File: config.mk
export PLATFORM = sky130hd
export DESIGN_NAME = muldiv_sequencer
export DESIGN_NICKNAME = d
export VERILOG_FILES = /design/src/rtl/muldiv_sequencer.sv
export SDC_FILE = /design/constraint.sdc
export NUM_CORES = 1
export LEC_CHECK = 0
export BUFFER_PORTS_ARGS = -buffer_cell sky130_fd_sc_hd__buf_2
export CAP_MARGIN = 10
export CORE_ASPECT_RATIO = 1.1
export CORE_MARGIN = 3
export CORE_UTILIZATION = 32
export DETAILED_ROUTE_END_ITERATION = 7
export PLACE_DENSITY_LB_ADDON = 0.15
export SYNTH_ARGS = -nofsm -noshare
export SYNTH_HDL_FRONTEND = slang
export SYNTH_SLANG_ARGS = --single-unit
File: constraint.sdc
create_clock -name clk -period 1.7 [get_ports clk]
set_input_delay 0.34 -clock clk [delete_from_list [all_inputs] [get_ports clk]]
set_output_delay 0.34 -clock clk [all_outputs]
set_load 0.02 [all_outputs]
File: src/rtl/muldiv_sequencer.sv
// muldiv_sequencer
//   Runs one MULT or DIV at a time on the shared units on behalf of ctrl_unit.
//   It pulses the selected unit's start, waits for that unit's end flag, and then
//   raises HILOCtrl/WriteHILO for exactly one HI/LO write. A zero divisor is
//   reported and nothing is written. Each completed op reports how many RUN
//   cycles it took.
//   Build macro MULDIV_TIMEOUT_EN: adds a RUN-state watchdog. When it fires,
//   the FSM goes through an ABORT state and pulses timeout_err. Without the
//   macro, RUN waits indefinitely and timeout_err is always 0.
`timescale 1ns/1ps
module muldiv_sequencer #(
    parameter int WIDTH      = 32,
    parameter int CNT_W      = 6,
    parameter int MAX_CYCLES = 40
) (
    input  logic             clk,
    input  logic             reset,
    input  logic             op_req,
    input  logic             op_sel,
    input  logic [WIDTH-1:0] divisor,
    output logic             op_busy,
    output logic             op_done,
    output logic             div_zero_exc,
    output logic             timeout_err,
    output logic             mult_start,
    output logic             div_start,
    input  logic             mult_end,
    input  logic             div_end,
    input  logic             div_zero,
    output logic             hilo_sel,
    output logic             hilo_we,
    output logic [CNT_W-1:0] op_cycles
);

    // Handshake: op_req is a request qualified by ready = !op_busy. A request is
    // taken only on a clock edge where op_busy is low, and op_sel/divisor are
    // captured on that same edge. A request made while op_busy is high is
    // dropped, not queued. The first edge that can accept again is the one
    // that ends the cycle after op_done/div_zero_exc/timeout_err.

    // The watchdog limit must be a value that the op cycle counter can reach.
    if (MAX_CYCLES < 2 || MAX_CYCLES > (1 << CNT_W)) begin : gBadLimit
        $error("MAX_CYCLES must lie within the op cycle counter range");
    end

    typedef enum logic [2:0] {
        IDLE  = 3'd0,
        MRUN  = 3'd1,
        DRUN  = 3'd2,
        WB    = 3'd3,
`ifdef MULDIV_TIMEOUT_EN
        EXC   = 3'd4,
        ABORT = 3'd5
`else
        EXC   = 3'd4
`endif
    } seqState_t;

    // Internal state signal; checkers can bind to it by name.
    seqState_t        state;
    logic [CNT_W-1:0] opCount;
    logic [CNT_W-1:0] cntNext;

    // Saturating increment; the counter holds at all-ones and never wraps.
    assign cntNext = (opCount == '1) ? opCount : opCount + CNT_W'(1);

`ifdef MULDIV_TIMEOUT_EN
    logic limitHit;
    // Fires in the RUN cycle whose count has reached MAX_CYCLES-1.
    assign limitHit = (opCount == CNT_W'(MAX_CYCLES - 1));
`endif

    // Sequencer FSM. Every output is registered, so a state's outputs are set on
    // the edge that enters that state.
    always_ff @(posedge clk or negedge reset) begin
        if (!reset) begin
            state        <= IDLE;
            opCount      <= '0;
            op_busy      <= 1'b0;
            op_done      <= 1'b0;
            div_zero_exc <= 1'b0;
            timeout_err  <= 1'b0;
            mult_start   <= 1'b0;
            div_start    <= 1'b0;
            hilo_sel     <= 1'b0;
            hilo_we      <= 1'b0;
            op_cycles    <= '0;
        end else begin
            op_done      <= 1'b0;
            div_zero_exc <= 1'b0;
            timeout_err  <= 1'b0;
            mult_start   <= 1'b0;
            div_start    <= 1'b0;
            hilo_we      <= 1'b0;
            case (state)
                IDLE: begin
                    if (op_req) begin
                        opCount <= '0;
                        op_busy <= 1'b1;
                        if (!op_sel) begin
                            state      <= MRUN;
                            mult_start <= 1'b1;
                            hilo_sel   <= 1'b0;
                        end else if (divisor != '0) begin
                            state     <= DRUN;
                            div_start <= 1'b1;
                            hilo_sel  <= 1'b1;
                        end else begin
                            // The divide unit is never started for a zero divisor.
                            state        <= EXC;
                            div_zero_exc <= 1'b1;
                        end
                    end
                end
                MRUN: begin
                    opCount <= cntNext;
                    if (mult_end) begin
                        state     <= WB;
                        hilo_we   <= 1'b1;
                        op_done   <= 1'b1;
                        op_cycles <= cntNext;
`ifdef MULDIV_TIMEOUT_EN
                    end else if (limitHit) begin
                        state       <= ABORT;
                        timeout_err <= 1'b1;
`endif
                    end
                end
                DRUN: begin
                    opCount <= cntNext;
                    // A zero-divisor flag beats an end flag raised in the same cycle.
                    if (div_zero) begin
                        state        <= EXC;
                        div_zero_exc <= 1'b1;
                    end else if (div_end) begin
                        state     <= WB;
                        hilo_we   <= 1'b1;
                        op_done   <= 1'b1;
                        op_cycles <= cntNext;
`ifdef MULDIV_TIMEOUT_EN
                    end else if (limitHit) begin
                        state       <= ABORT;
                        timeout_err <= 1'b1;
`endif
                    end
                end
                WB, EXC: begin
                    state   <= IDLE;
                    op_busy <= 1'b0;
                end
`ifdef MULDIV_TIMEOUT_EN
                ABORT: begin
                    state   <= IDLE;
                    op_busy <= 1'b0;
                end
`endif
                default: begin
                    state   <= IDLE;
                    op_busy <= 1'b0;
                end
            endcase
        end
    end

endmodule

# Word level (Yosys, flattened, before mapping)
# Index checks and enable logic that the tools add are counted.
# W data, S select, Z words.
[totals]
register_bits = 21
latch_bits = 0
ram_bits = 0
output_inout_bits = 14
n_memories = 0
rom_bits = 0
[classes]
n_div = 0
n_mux = 34
reduce_logical = 10
n_addsub = 1
n_bitwise = 1
n_eq_ne = 9
shift = 0
order_cmp = 0
mul = 0
[ops]
columns = ["cell", "count"]
rows = [
  ["$reduce_bool A32 Y1", 1],
  ["$mux W6", 5],
  ["$pmux W6 S2", 2],
  ["$mux W3", 6],
  ["$mux W1", 17],
  ["$pmux W3 S3", 1],
  ["$ne A2 B2 Y1 const B", 4],
  ["$add A6 B1 Y6 const B", 1],
  ["$eq A6 B6 Y1 const B", 1],
  ["$pmux W1 S2", 3],
  ["$reduce_and A3 Y1", 2],
  ["$reduce_and A2 Y1", 2],
  ["$reduce_and A4 Y1", 1],
  ["$reduce_bool A2 Y1", 2],
  ["$eq A3 B1 Y1 const B", 1],
  ["$eq A3 B2 Y1 const B", 1],
  ["$logic_not A3 Y1", 1],
  ["$ne A3 B3 Y1 const B", 1],
  ["$ne A2 B1 Y1 const B", 1],
  ["$reduce_or A2 Y1", 1],
  ["$not A1 Y1", 1],
]

# Longest topological paths before layout
# Gate-level depths: netlist of the first run.
[logic_depth]
ltp_word = 5
ltp_mapped = 6

# Worst setup path after synthesis of the first run
# No wires, ideal clock.
[synth_path]
path_kind = "reg-to-reg"
startpoint = "register state[1]"
endpoint = "register op_cycles[0]"
path_stages_with_launch = 5
required_ns = 1.575
t_arrival_ns = 1.224
slack_ns = 0.351
synth_period_minus_slack_ns = 1.349
cell_sequence = "dfrtp_1 > buf_6 > nand3b_4 > a21oi_4 > mux2_4"
[synth_via]
elab_chain_len = 3
word_cells_on_any_way = 8
[synth_lines]
columns = ["item", "line", "text"]
rows = [
  ["start: declaration", "60", "seqState_t state;"],
  ["start signal: assignment", "77", "state <= IDLE;"],
  ["start signal: assignment", "101", "state <= MRUN;"],
  ["start signal: assignment", "105", "state <= DRUN;"],
  ["$eq A3 B2 Y1 or $eq A3 B1 Y1 (tied branches)", "95", "case (state)"],
  ["$ne A2 B2 Y1 (no line) or $reduce_bool A2 Y1 (tied branches)", "--", ""],
  ["$reduce_and A4 Y1 (no line)", "--", ""],
  ["end signal: assignment", "121", "op_cycles <= cntNext;"],
  ["end signal: assignment", "139", "op_cycles <= cntNext;"],
  ["end: declaration", "32", "output logic [CNT_W-1:0] op_cycles"],
]
# Parallel ways exist; a longest one is shown, timed or not.
# A chain may end at the register's enable or synchronous reset.

# Worst setup path in the final report of the first run
[layout_path]
startpoint = "register state[1]"
endpoint = "register op_cycles[4]"
# Same word-level chain as after synthesis.

==> results.py, run 1 <==
metrics = {
    "layout": {
        "final_layout_size_suffix_gt1_share_pct": 41.1,
        "antenna-diode-count": 0,
        "most-common-layout-cells": "51 x buf_2, 21 x dfrtp_1, 10 x nor2_1, 10 x nand2_1, 8 x nor4_1",
        "design.final.nets": 209,
        "final_util_pct": 43.6,
        "final-instance-count-excl-fill": 216,
        "finalInstanceArea_um2": 1490,
        "area.growth.synth_to_final_pct": 28.4,
        "layout_commonest_cell": "buf_2",
    },
    "global_routing": {
        "total_congestion_overflow": 0,
        "grtUsageMet2_pct": 20.5,
        "use_met1_pct": 15.7,
        "pin_count_of_the_biggest_net_entering_global_routing": 22,
        "wire_length_of_the_first_global_routing_pass_mm": 4.37,
        "global_route.usage.met3_pct": 3.42,
        "antenna_violations_before_repair": 0,
        "grt_most_used_layer": "met2",
        "global_route.usage.total_pct": 12.4,
        "first_global_vias": 952,
    },
    "detailed_routing": {
        "first_pass_iters": 4,
        "routed_wire_length_per_instance_um": 12.3,
        "vias_per_cell": 4.71,
        "dr_total_vias": 1018,
        "postRouteAntennaNets": 0,
        "finalWirelength_mm": 2.66,
        "first_iter_violations": 23,
        "route.detailed.drc": 0,
    },
    "synthesis": {
        "synth_largest_area_cell": "dfrtp_1",
        "synth.distinct_cells": 43,
        "synth_sequential_area_ratio_pct": 45.4,
        "yosys.area.top_type_share_pct": 45.4,
        "syn_area_per_cell_um2": 10.2,
        "gate_count_post_synth": 114,
        "synth.net_count": 154,
        "leading_cell_types_by_total_area_after_synthesis": "dfrtp_1 45%, nor4_1 4.3%, nand2_1 3.2%",
        "ys_seq_elements": 21,
        "yosys_warnings": 0,
        "synth.cell_area_um2": 1160,
    },
    "clock_network": {
        "clk_root_buffer_cell": "clkbuf_4",
        "cts_tree": "done",
        "tritoncts_buffer_count": 3,
        "clock_transition_at_path_regs_ns": 0.11,
        "cts_htree_levels": 1,
        "ctsResizeCount": 0,
        "clkSinkCount": 21,
        "clk_latency_ns": 0.29,
        "postCtsSetupRepairBufs": 0,
        "bufs_on_longest_clock_path": 2,
    },
    "setup_path": {
        "timing.critical_path.from_type": "register",
        "crit_path_max_fanout": 11,
        "ff2ff_setup_slack_ns": 0.13,
        "arrival_ns": 1.76,
        "worstPathRequired_ns": 1.89,
        "worstReg2RegEnd": "op_cycles[4]",
        "critical_path.endpoint_type": "register",
        "r2r_start": "state[1]",
        "path_class": "register to register",
        "r2r.worst_path.cells": 3,
    },
    "timing": {
        "fin_crit_sh_pct": 92.2,
        "setup_tns_ns": 0,
        "finalSetupViolations": 0,
        "final-hold-violation-count": 0,
        "unrepaired_setup_endpoints_after_global_routing": "false",
        "slew_violations": 0,
        "max_clock_freq_mhz": 638,
        "final.setup_skew_ns": 0.000558,
        "post_layout_min_period_ns": 1.57,
    },
    "power_and_ir_drop": {
        "power_per_cell_area_nw_per_um2": 1370,
        "netSwitchingPower_w": 0.000835,
        "max-vdd-ir-drop_mv": 0.576,
        "p_leak_nw": 0.722,
        "p_int_w": 0.00120,
        "swShare_pct": 41.0,
        "clock_power_share_pct": 11.7,
        "power.share.combinational_pct": 49.7,
        "seqPwrFrac_pct": 38.6,
    },
    "min_path": {
        "min_to": "state[0]",
        "hold_sp": "op_sel",
        "holdPathStages": 2,
        "worst_hold_path_type": "input port to register",
    },
    "placement": {
        "sum_of_net_half_perimeters_after_detailed_placement_mm": 2.12,
        "numPortBuffers": 51,
        "final_estimated_routing_congestion_in_global_placement": 0.762,
        "place.detailed.instances": 211,
        "postPlaceCellArea_um2": 1450,
    },
    "die": {
        "dieHeight_um": 69.1,
        "die_area_um2": 4380,
        "floorplan.core_area_um2": 3410,
        "die-width_um": 63.4,
        "fp-row-count": 22,
        "initial_cell_density_of_the_core_pct": 33.9,
        "ios": 53,
    },
    "outcome": {
        "status": "complete, no violations",
    },
    "job": {
        "cap_viol_max_count": 0,
    },
}
==> cells by family (layout without fill, tap and decap cells) <==
group,Yosys count,count (layout),synth area share [%]
xor gates and xnor gates,3,3,2.27
adders and majority gates,1,1,1.08
DFF,21,21,45.4
buffers and inverters,11,65,6.16
and+or+nand+nor,47,47,24.1
other,1,1,0.324
muxes,5,5,5.18
AOI/OAI and AO/OA,25,25,15.6
==> through the flow <==
| stage | hold slack, ns | worst slack [ns] | total power, W |
|---|---|---|---|
| after CTS | 0.277 | 0.145 | 0.00207 |
| after global routing | 0.283 | 0.0405 | 0.00223 |
| final | 0.302 | 0.133 | 0.00204 |
| after detailed placement | 0.333 | 0.169 | 0.00181 |
| after floorplan | 0.0444 | 0.351 | 0.00159 |
| after global placement | 0.323 | 0.206 | 0.00181 |
==> layout make-up <==
class,count,area [um^2]
Clock buffer,4,26.3
Fill cell,355,1930
Inverter,5,18.8
Multi-Input combinational cell,82,562
Sequential cell,21,526
Tap cell,48,60.1
Timing Repair Buffer,56,295
==> state kept, by name, summed over array words and instances (netlist names) <==
| name | flops |
|---|---|
| div_start | 1 |
| mult_start | 1 |
| hilo_sel | 1 |
| opCount | 6 |
| op_cycles | 6 |
| op_busy | 1 |
| div_zero_exc | 1 |
| state | 3 |
| hilo_we | 1 |
==> power by group through the flow <==
stage / clock network, W / registers (W) / logic (W)
CTS: 0.000255 / 0.000788 / 0.00102
floorplan: 0 / 0.000857 / 0.000729
finish: 0.000237 / 0.000787 / 0.00101
global placement: 0 / 0.000790 / 0.00102
global route: 0.000285 / 0.000816 / 0.00112
detailed placement: 0 / 0.000797 / 0.00102
==> timing repair <==
item | CTS | global route
hold buffers | 1 | 0
setup endpoints to repair | 0 | 0
endpoints found under the hold margin | 21 | 0
==> worst max-delay path by stage <==
stage	start	to	slack (ns)
6_report	state[1]	op_cycles[4]	0.13
3_5_place_dp	state[1]	op_cycles[0]	0.17
5_1_grt	state[1]	op_cycles[3]	0.04
4_1_cts	state[1]	op_cycles[4]	0.15
2_1_floorplan	state[1]	op_cycles[0]	0.35
3_3_place_gp	state[1]	op_cycles[4]	0.21
==> cell usage after synthesis (all sizes together) <==
master   number
dfrtp        21
nor2         11
nand2        10
nor4          8
a21oi         7
buf           6
inv           5
nand3         5
o21ai         5
mux2i         3
a31o          2
a31oi         2
mux2          2
nand4         2
nor2b         2
xor2          2
a21o          1
a221oi        1
a22o          1
a22oi         1
and2b         1
conb          1
ha            1
nand2b        1
nand3b        1
nand4bb       1
nor3          1
nor4b         1
nor4bb        1
o211ai        1
o21bai        1
o22a          1
o22ai         1
o31ai         1
or2           1
or3b          1
xnor2         1
==> worst max-delay path, cell delays in order, from the launching register on <==
cell and delay [ns]:
dfrtp_1 0.59, nand4bb_1 0.22, a21oi_4 0.32, mux2_4 0.33
==> per-layer routing <==
metal,vias to the layer above,share of wire (%),wire length [um]
li1,516,-,-
met1,479,44,1160
met2,21,52,1380
met3,2,4.0,106
met4,0,0.45,12
met5,-,0,0
(Power assumes the default switching activity.)
==> inputs of run 2 (changes only) <==
--- a/config.mk
+++ b/config.mk
@@ -11,6 +11,7 @@
 export CORE_MARGIN = 3
 export CORE_UTILIZATION = 32
 export DETAILED_ROUTE_END_ITERATION = 7
+export HOLD_SLACK_MARGIN = 0.1
 export PLACE_DENSITY_LB_ADDON = 0.15
 export SYNTH_ARGS = -nofsm -noshare
 export SYNTH_HDL_FRONTEND = slang
==> constraint.sdc (replaced) <==
create_clock -name clk -period 1.25 [get_ports clk]
set_input_delay 0.25 -clock clk [delete_from_list [all_inputs] [get_ports clk]]
set_output_delay 0.25 -clock clk [all_outputs]
set_load 0.02 [all_outputs]
==> run 2 against run 1 <==
  * The run now ends with setup timing left
  * Core utilization increased by 9.3 points
  * Die area is the same
  * Routed wire length rose by 17%
  * Register-to-register slack lost 0.29 ns
  * Sequential power increased by 35%
  * Critical path type unchanged
  * Largest cell class unchanged
  * Largest power group unchanged
==> results.py, run 2 (same netlist as run 1, synthesis figures left out) <==
metrics = {
    "outcome": {
        "status": "finished with violations",
        "failed_checks": "setup timing",
    },
    "layout": {
        "multi_input_gate_area_um2": 684,
        "fillCellCount": 344,
        "reg_top3": "opCount (6), op_cycles (6), state (3)",
        "layout_commonest_cell": "buf_2",
        "final_layout_size_suffix_gt1_share_pct": 58.6,
        "area_taken_by_flip_flops_and_latches_um2": 531,
        "finalInstanceArea_um2": 1810,
        "area.growth.synth_to_final_pct": 55.9,
        "design.final.nets": 232,
        "most-common-layout-cells": "51 x buf_2, 22 x buf_4, 17 x dfrtp_1",
        "final-instance-count-excl-fill": 239,
        "antenna-diode-count": 0,
    },
    "die": {
        "die_area_um2": 4380,
        "ios": 53,
        "initial_cell_density_of_the_core_pct": 33.9,
        "die-width_um": 63.4,
        "dieHeight_um": 69.1,
        "floorplan.core_area_um2": 3410,
        "fp-row-count": 22,
    },
    "timing": {
        "final-hold-violation-count": 0,
        "slew_violations": 0,
        "post_layout_min_period_ns": 1.41,
        "finalSetupViolations": 17,
        "fin_crit_sh_pct": 113,
        "setup_ws_ns": -0.158,
        "max_clock_freq_mhz": 710,
        "unrepaired_setup_endpoints_after_global_routing": "true",
        "final.setup_skew_ns": 0.00438,
    },
    "power_and_ir_drop": {
        "p_int_w": 0.00204,
        "clock_power_share_pct": 9.7,
        "p_leak_nw": 0.863,
        "power_per_cell_area_nw_per_um2": 1860,
        "power.share.combinational_pct": 58.9,
        "netSwitchingPower_w": 0.00133,
        "seqPwrFrac_pct": 31.4,
        "max-vdd-ir-drop_mv": 0.895,
        "swShare_pct": 39.6,
    },
    "placement": {
        "numPortBuffers": 51,
        "place.detailed.instances": 229,
        "final_estimated_routing_congestion_in_global_placement": 0.833,
        "postPlaceCellArea_um2": 1590,
        "sum_of_net_half_perimeters_after_detailed_placement_mm": 2.40,
        "place_worst_setup_slack_ns": -0.202,
    },
    "global_routing": {
        "pin_count_of_the_biggest_net_entering_global_routing": 22,
        "wire_length_of_the_first_global_routing_pass_mm": 5.15,
        "total_congestion_overflow": 0,
        "global_route.usage.total_pct": 14.6,
        "first_global_vias": 1210,
        "antenna_violations_before_repair": 0,
    },
    "clock_network": {
        "clk_root_buffer_cell": "clkbuf_4",
        "cts_htree_levels": 1,
        "clkSinkCount": 21,
        "cts_tree": "done",
        "tritoncts_buffer_count": 3,
        "bufs_on_longest_clock_path": 2,
        "clock_transition_at_path_regs_ns": 0.12,
        "clk_latency_ns": 0.30,
    },
    "detailed_routing": {
        "first_pass_iters": 4,
        "postRouteAntennaNets": 0,
        "finalWirelength_mm": 3.10,
        "dr_total_vias": 1131,
        "routed_wire_length_per_instance_um": 13.0,
        "route.detailed.drc": 0,
        "vias_per_cell": 4.73,
        "first_iter_violations": 19,
    },
    "setup_path": {
        "arrival_ns": 1.61,
        "timing.critical_path.from_type": "register",
        "critical_path.slowest_cell": "dfrtp_2",
        "path_cells": "buf_6 -> nand4bb_4 -> a21oi_4 -> mux2_4",
        "path_class": "register to register",
        "crit_path_max_fanout": 6,
        "critical-path-max-stage-delay_ns": 0.43,
        "critical_path.endpoint_type": "register",
        "worstPathRequired_ns": 1.45,
    },
    "job": {
        "cap_viol_max_count": 0,
    },
    "min_path": {
        "worst_hold_path_type": "input port to register",
    },
}
## run 2: cell types whose count changed in the layout (fill, tap and decap cells not counted), moves of 2 or more
cell / change
dfrtp_2: +4
nor2_1: -3
nor2_2: +3
dfrtp_1: -4
buf_4: +18
a21oi_2: +2
a21oi_1: -2
buf_6: +5
nand2_1: -2
nand3_1: -2
## run 2: final cells by class
cell class,count,area share [%]
Sequential cell,21,29.4
Clock buffer,4,1.45
Tap cell,48,3.32
Timing Repair Buffer,79,26.9
Inverter,5,1.04
Multi-Input combinational cell,82,37.9
## run 2: path summary, 6_finish.rpt
kind	slack (ns)	cells after the start	start	endpoint
setup / recovery	-0.16	4	state[1]	op_cycles[0]
hold / removal	0.22	2	op_sel	state[0]
setup reg to reg	-0.16	4	state[1]	op_cycles[0]
hold reg to reg	0.53	1	op_cycles[0]	op_cycles[0]
max in group asynchronous	0.46	2	reset	state[0]
min in group asynchronous	0.43	2	reset	opCount[1]
## run 2: worst max-delay path: cells and delay by family, from the launching register on
| kind | cells | cell delay (ns) |
|---|---|---|
| flip-flops | 1 | 0.43 |
| multiplexers | 1 | 0.33 |
| AO/OA/AOI/OAI | 1 | 0.30 |
| buffers and inverters | 1 | 0.13 |
| AND/OR/NAND/NOR | 1 | 0.12 |
## run 2: per-layer routing
| layer | vias up | track usage (%) | part of all wire, % |
|---|---|---|---|
| li1 | 566 | - | - |
| met1 | 544 | 13.6 | 37 |
| met2 | 19 | 29.8 | 59 |
| met3 | 2 | 4.23 | 3.8 |
| met4 | 0 | 3.60 | 0.64 |
| met5 | - | 0 | 0 |
## run 2: stage by stage
stage	hold WS, ns	power (W)	util (%)	TNS [ns]
6_report	0.222	0.00337	52.9	-1.29
5_1_grt	0.211	0.00362	52.9	-2.48
4_1_cts	0.170	0.00327	51.1	-0.947
3_5_place_dp	0.240	0.00268	46.7	-1.37
3_3_place_gp	0.236	0.00265	46.7	-0.891
2_1_floorplan	-0.0456	0.00216	-	-0.273
## run 2: what timing repair did
item / 4_1_cts / 5_1_grt
setup endpoints to repair: 18 / 19
setup buffers: 3 / 2
hold buffers: 1 / 0
pin swaps: 7 / 7
resized for setup: 19 / 13
hold endpoints to repair: 21 / 0
## run 2: power groups by stage
stage	Sequential [W]	Combinational, W	Clock [W]
2_1_floorplan	0.00117	0.000996	0
3_3_place_gp	0.00103	0.00161	0
3_5_place_dp	0.00104	0.00163	0
4_1_cts	0.00105	0.00186	0.000355
5_1_grt	0.00108	0.00216	0.000381
6_report	0.00106	0.00198	0.000327
==> inputs of run 3 (changes only) <==
--- a/config.mk
+++ b/config.mk
@@ -13,6 +13,7 @@
 export DETAILED_ROUTE_END_ITERATION = 7
 export HOLD_SLACK_MARGIN = 0.1
 export PLACE_DENSITY_LB_ADDON = 0.15
+export RECOVER_POWER = 50
 export SYNTH_ARGS = -nofsm -noshare
 export SYNTH_HDL_FRONTEND = slang
 export SYNTH_SLANG_ARGS = --single-unit
==> run 3 against run 2 <==
  * The flow still finishes with violations (setup timing)
  * Clock-buffer cell count stayed put
  * Worst hold slack unchanged
  * Non-clock buffer count is the same
  * Design area stayed put
  * Fmax unchanged
  * Sequential share of layout area stayed put
==> results.py, run 3 (same netlist as run 1, synthesis figures left out) <==
metrics = {
    "outcome": {
        "status": "finished with violations",
        "failed_checks": "setup timing",
    },
    "detailed_routing": {
        "first_pass_iters": 4,
        "first_iter_violations": 19,
        "vias_per_cell": 4.73,
        "dr_total_vias": 1131,
        "routed_wire_length_per_instance_um": 13.0,
        "postRouteAntennaNets": 0,
        "finalWirelength_mm": 3.10,
        "route.detailed.drc": 0,
    },
    "clock_network": {
        "bufs_on_longest_clock_path": 2,
        "cts_tree": "done",
        "clock_transition_at_path_regs_ns": 0.12,
        "tritoncts_buffer_count": 3,
        "clk_root_buffer_cell": "clkbuf_4",
        "clk_latency_ns": 0.30,
        "cts_htree_levels": 1,
        "clkSinkCount": 21,
    },
    "layout": {
        "area.growth.synth_to_final_pct": 55.9,
        "layout_commonest_cell": "buf_2",
        "fillCellCount": 344,
        "final_util_pct": 52.9,
        "multi_input_gate_area_um2": 684,
        "area_taken_by_flip_flops_and_latches_um2": 531,
        "final_layout_size_suffix_gt1_share_pct": 58.6,
        "most-common-layout-cells": "50 x buf_2, 22 x buf_4, 17 x dfrtp_1",
        "design.final.nets": 232,
        "reg_top3": "opCount (6), op_cycles (6), state (3)",
        "antenna-diode-count": 0,
    },
    "timing": {
        "final.setup_skew_ns": 0.00438,
        "setup_ws_ns": -0.158,
        "unrepaired_setup_endpoints_after_global_routing": "true",
        "slew_violations": 0,
        "post_layout_min_period_ns": 1.41,
        "max_slew.worst_pin.slew_ns": 0.543,
        "fin_crit_sh_pct": 113,
        "final-hold-violation-count": 0,
        "finalSetupViolations": 17,
        "max_clock_freq_mhz": 710,
        "fin_hold_ws_ns": 0.222,
        "slew_headroom_pct": 63.8,
        "setup_tns_ns": -1.29,
    },
    "min_path": {
        "worst_hold_path_type": "input port to register",
        "hold_sp": "op_sel",
        "holdPathStages": 2,
    },
    "setup_path": {
        "worstPathRequired_ns": 1.45,
        "timing.critical_path.from_type": "register",
        "r2r.worst_path.cells": 4,
        "critical-path-max-stage-delay_ns": 0.43,
        "arrival_ns": 1.61,
        "critical_path.slowest_cell": "dfrtp_2",
        "r2r_start": "state[1]",
        "crit_path_max_fanout": 6,
        "startpoint_of_the_worst_setup_timing_path": "state[1]",
        "critical_path.endpoint_type": "register",
        "path_cells": "buf_6 -> nand4bb_4 -> a21oi_4 -> mux2_4",
        "path_class": "register to register",
    },
    "die": {
        "dieHeight_um": 69.1,
        "ios": 53,
        "initial_cell_density_of_the_core_pct": 33.9,
        "die-width_um": 63.4,
        "fp-row-count": 22,
        "die_area_um2": 4380,
        "floorplan.core_area_um2": 3410,
    },
    "power_and_ir_drop": {
        "clock_power_share_pct": 9.7,
        "netSwitchingPower_w": 0.00133,
        "power_per_cell_area_nw_per_um2": 1860,
        "power.share.combinational_pct": 58.9,
        "swShare_pct": 39.6,
        "max-vdd-ir-drop_mv": 0.895,
        "p_leak_nw": 0.863,
        "p_int_w": 0.00204,
        "seqPwrFrac_pct": 31.4,
    },
    "placement": {
        "final_estimated_routing_congestion_in_global_placement": 0.833,
        "numPortBuffers": 51,
        "sum_of_net_half_perimeters_after_detailed_placement_mm": 2.40,
    },
    "global_routing": {
        "pin_count_of_the_biggest_net_entering_global_routing": 22,
        "antenna_violations_before_repair": 0,
        "first_global_vias": 1210,
        "total_congestion_overflow": 0,
        "wire_length_of_the_first_global_routing_pass_mm": 5.15,
        "global_route.usage.total_pct": 14.6,
    },
    "job": {
        "cap_viol_max_count": 0,
    },
}
[run 3: cell count changes in the layout (fill, tap and decap cells not counted), sizes merged]
cell / delta
buf: -1
clkbuf: +1
[run 3: repair_timing]
item	CTS	global route
endpoints found under the hold margin	21	0
pin swaps	7	7
gates resized for setup	19	13
setup endpoints to repair	18	19
buffers inserted	3	2
hold buffers	1	0
[run 3: worst paths after layout]
kind                                 to  slack (ns)
max                        op_cycles[0]       -0.16
min                            state[0]        0.22
max reg2reg                op_cycles[0]       -0.16
min reg2reg                op_cycles[0]        0.53
max in group asynchronous      state[0]        0.41
min in group asynchronous    opCount[1]        0.45
[run 3: routing by layer]
metal,GRT usage (%),wire (um)
met2,29.8,1820
met4,3.60,20
met3,4.23,118
met1,13.6,1140
met5,0,0
[run 3: critical path, delay by kind of cell (launching register included)]
family	cells	cell delay (ns)
flip-flops	1	0.43
AO/OA/AOI/OAI	1	0.30
buffers and inverters	1	0.13
multiplexers	1	0.33
AND/OR/NAND/NOR	1	0.12
[run 3: per-stage QoR]
stage                     area (um^2)  power [W]  worst slack (ns)  instances
after CTS                        1740    0.00327            -0.137        237
final                            1810    0.00337            -0.158        239
after floorplan                  1170    0.00216           -0.0990        114
after detailed placement         1590    0.00268            -0.202        229
after global placement           1590    0.00265            -0.143        229
after global routing             1810    0.00362            -0.215        239
[run 3: power by group through the flow]
stage	logic, W	registers [W]	clock network, W
finish	0.00198	0.00106	0.000327
global placement	0.00161	0.00103	0
floorplan	0.000996	0.00117	0
global route	0.00216	0.00108	0.000381
detailed placement	0.00163	0.00104	0
CTS	0.00186	0.00105	0.000355
[run 3: final cells by class]
class	instances	area share (%)
Sequential cell	21	29.4
Multi-Input combinational cell	82	37.9
Inverter	5	1.04
Timing Repair Buffer	79	26.9
Tap cell	48	3.32
Clock buffer	4	1.45
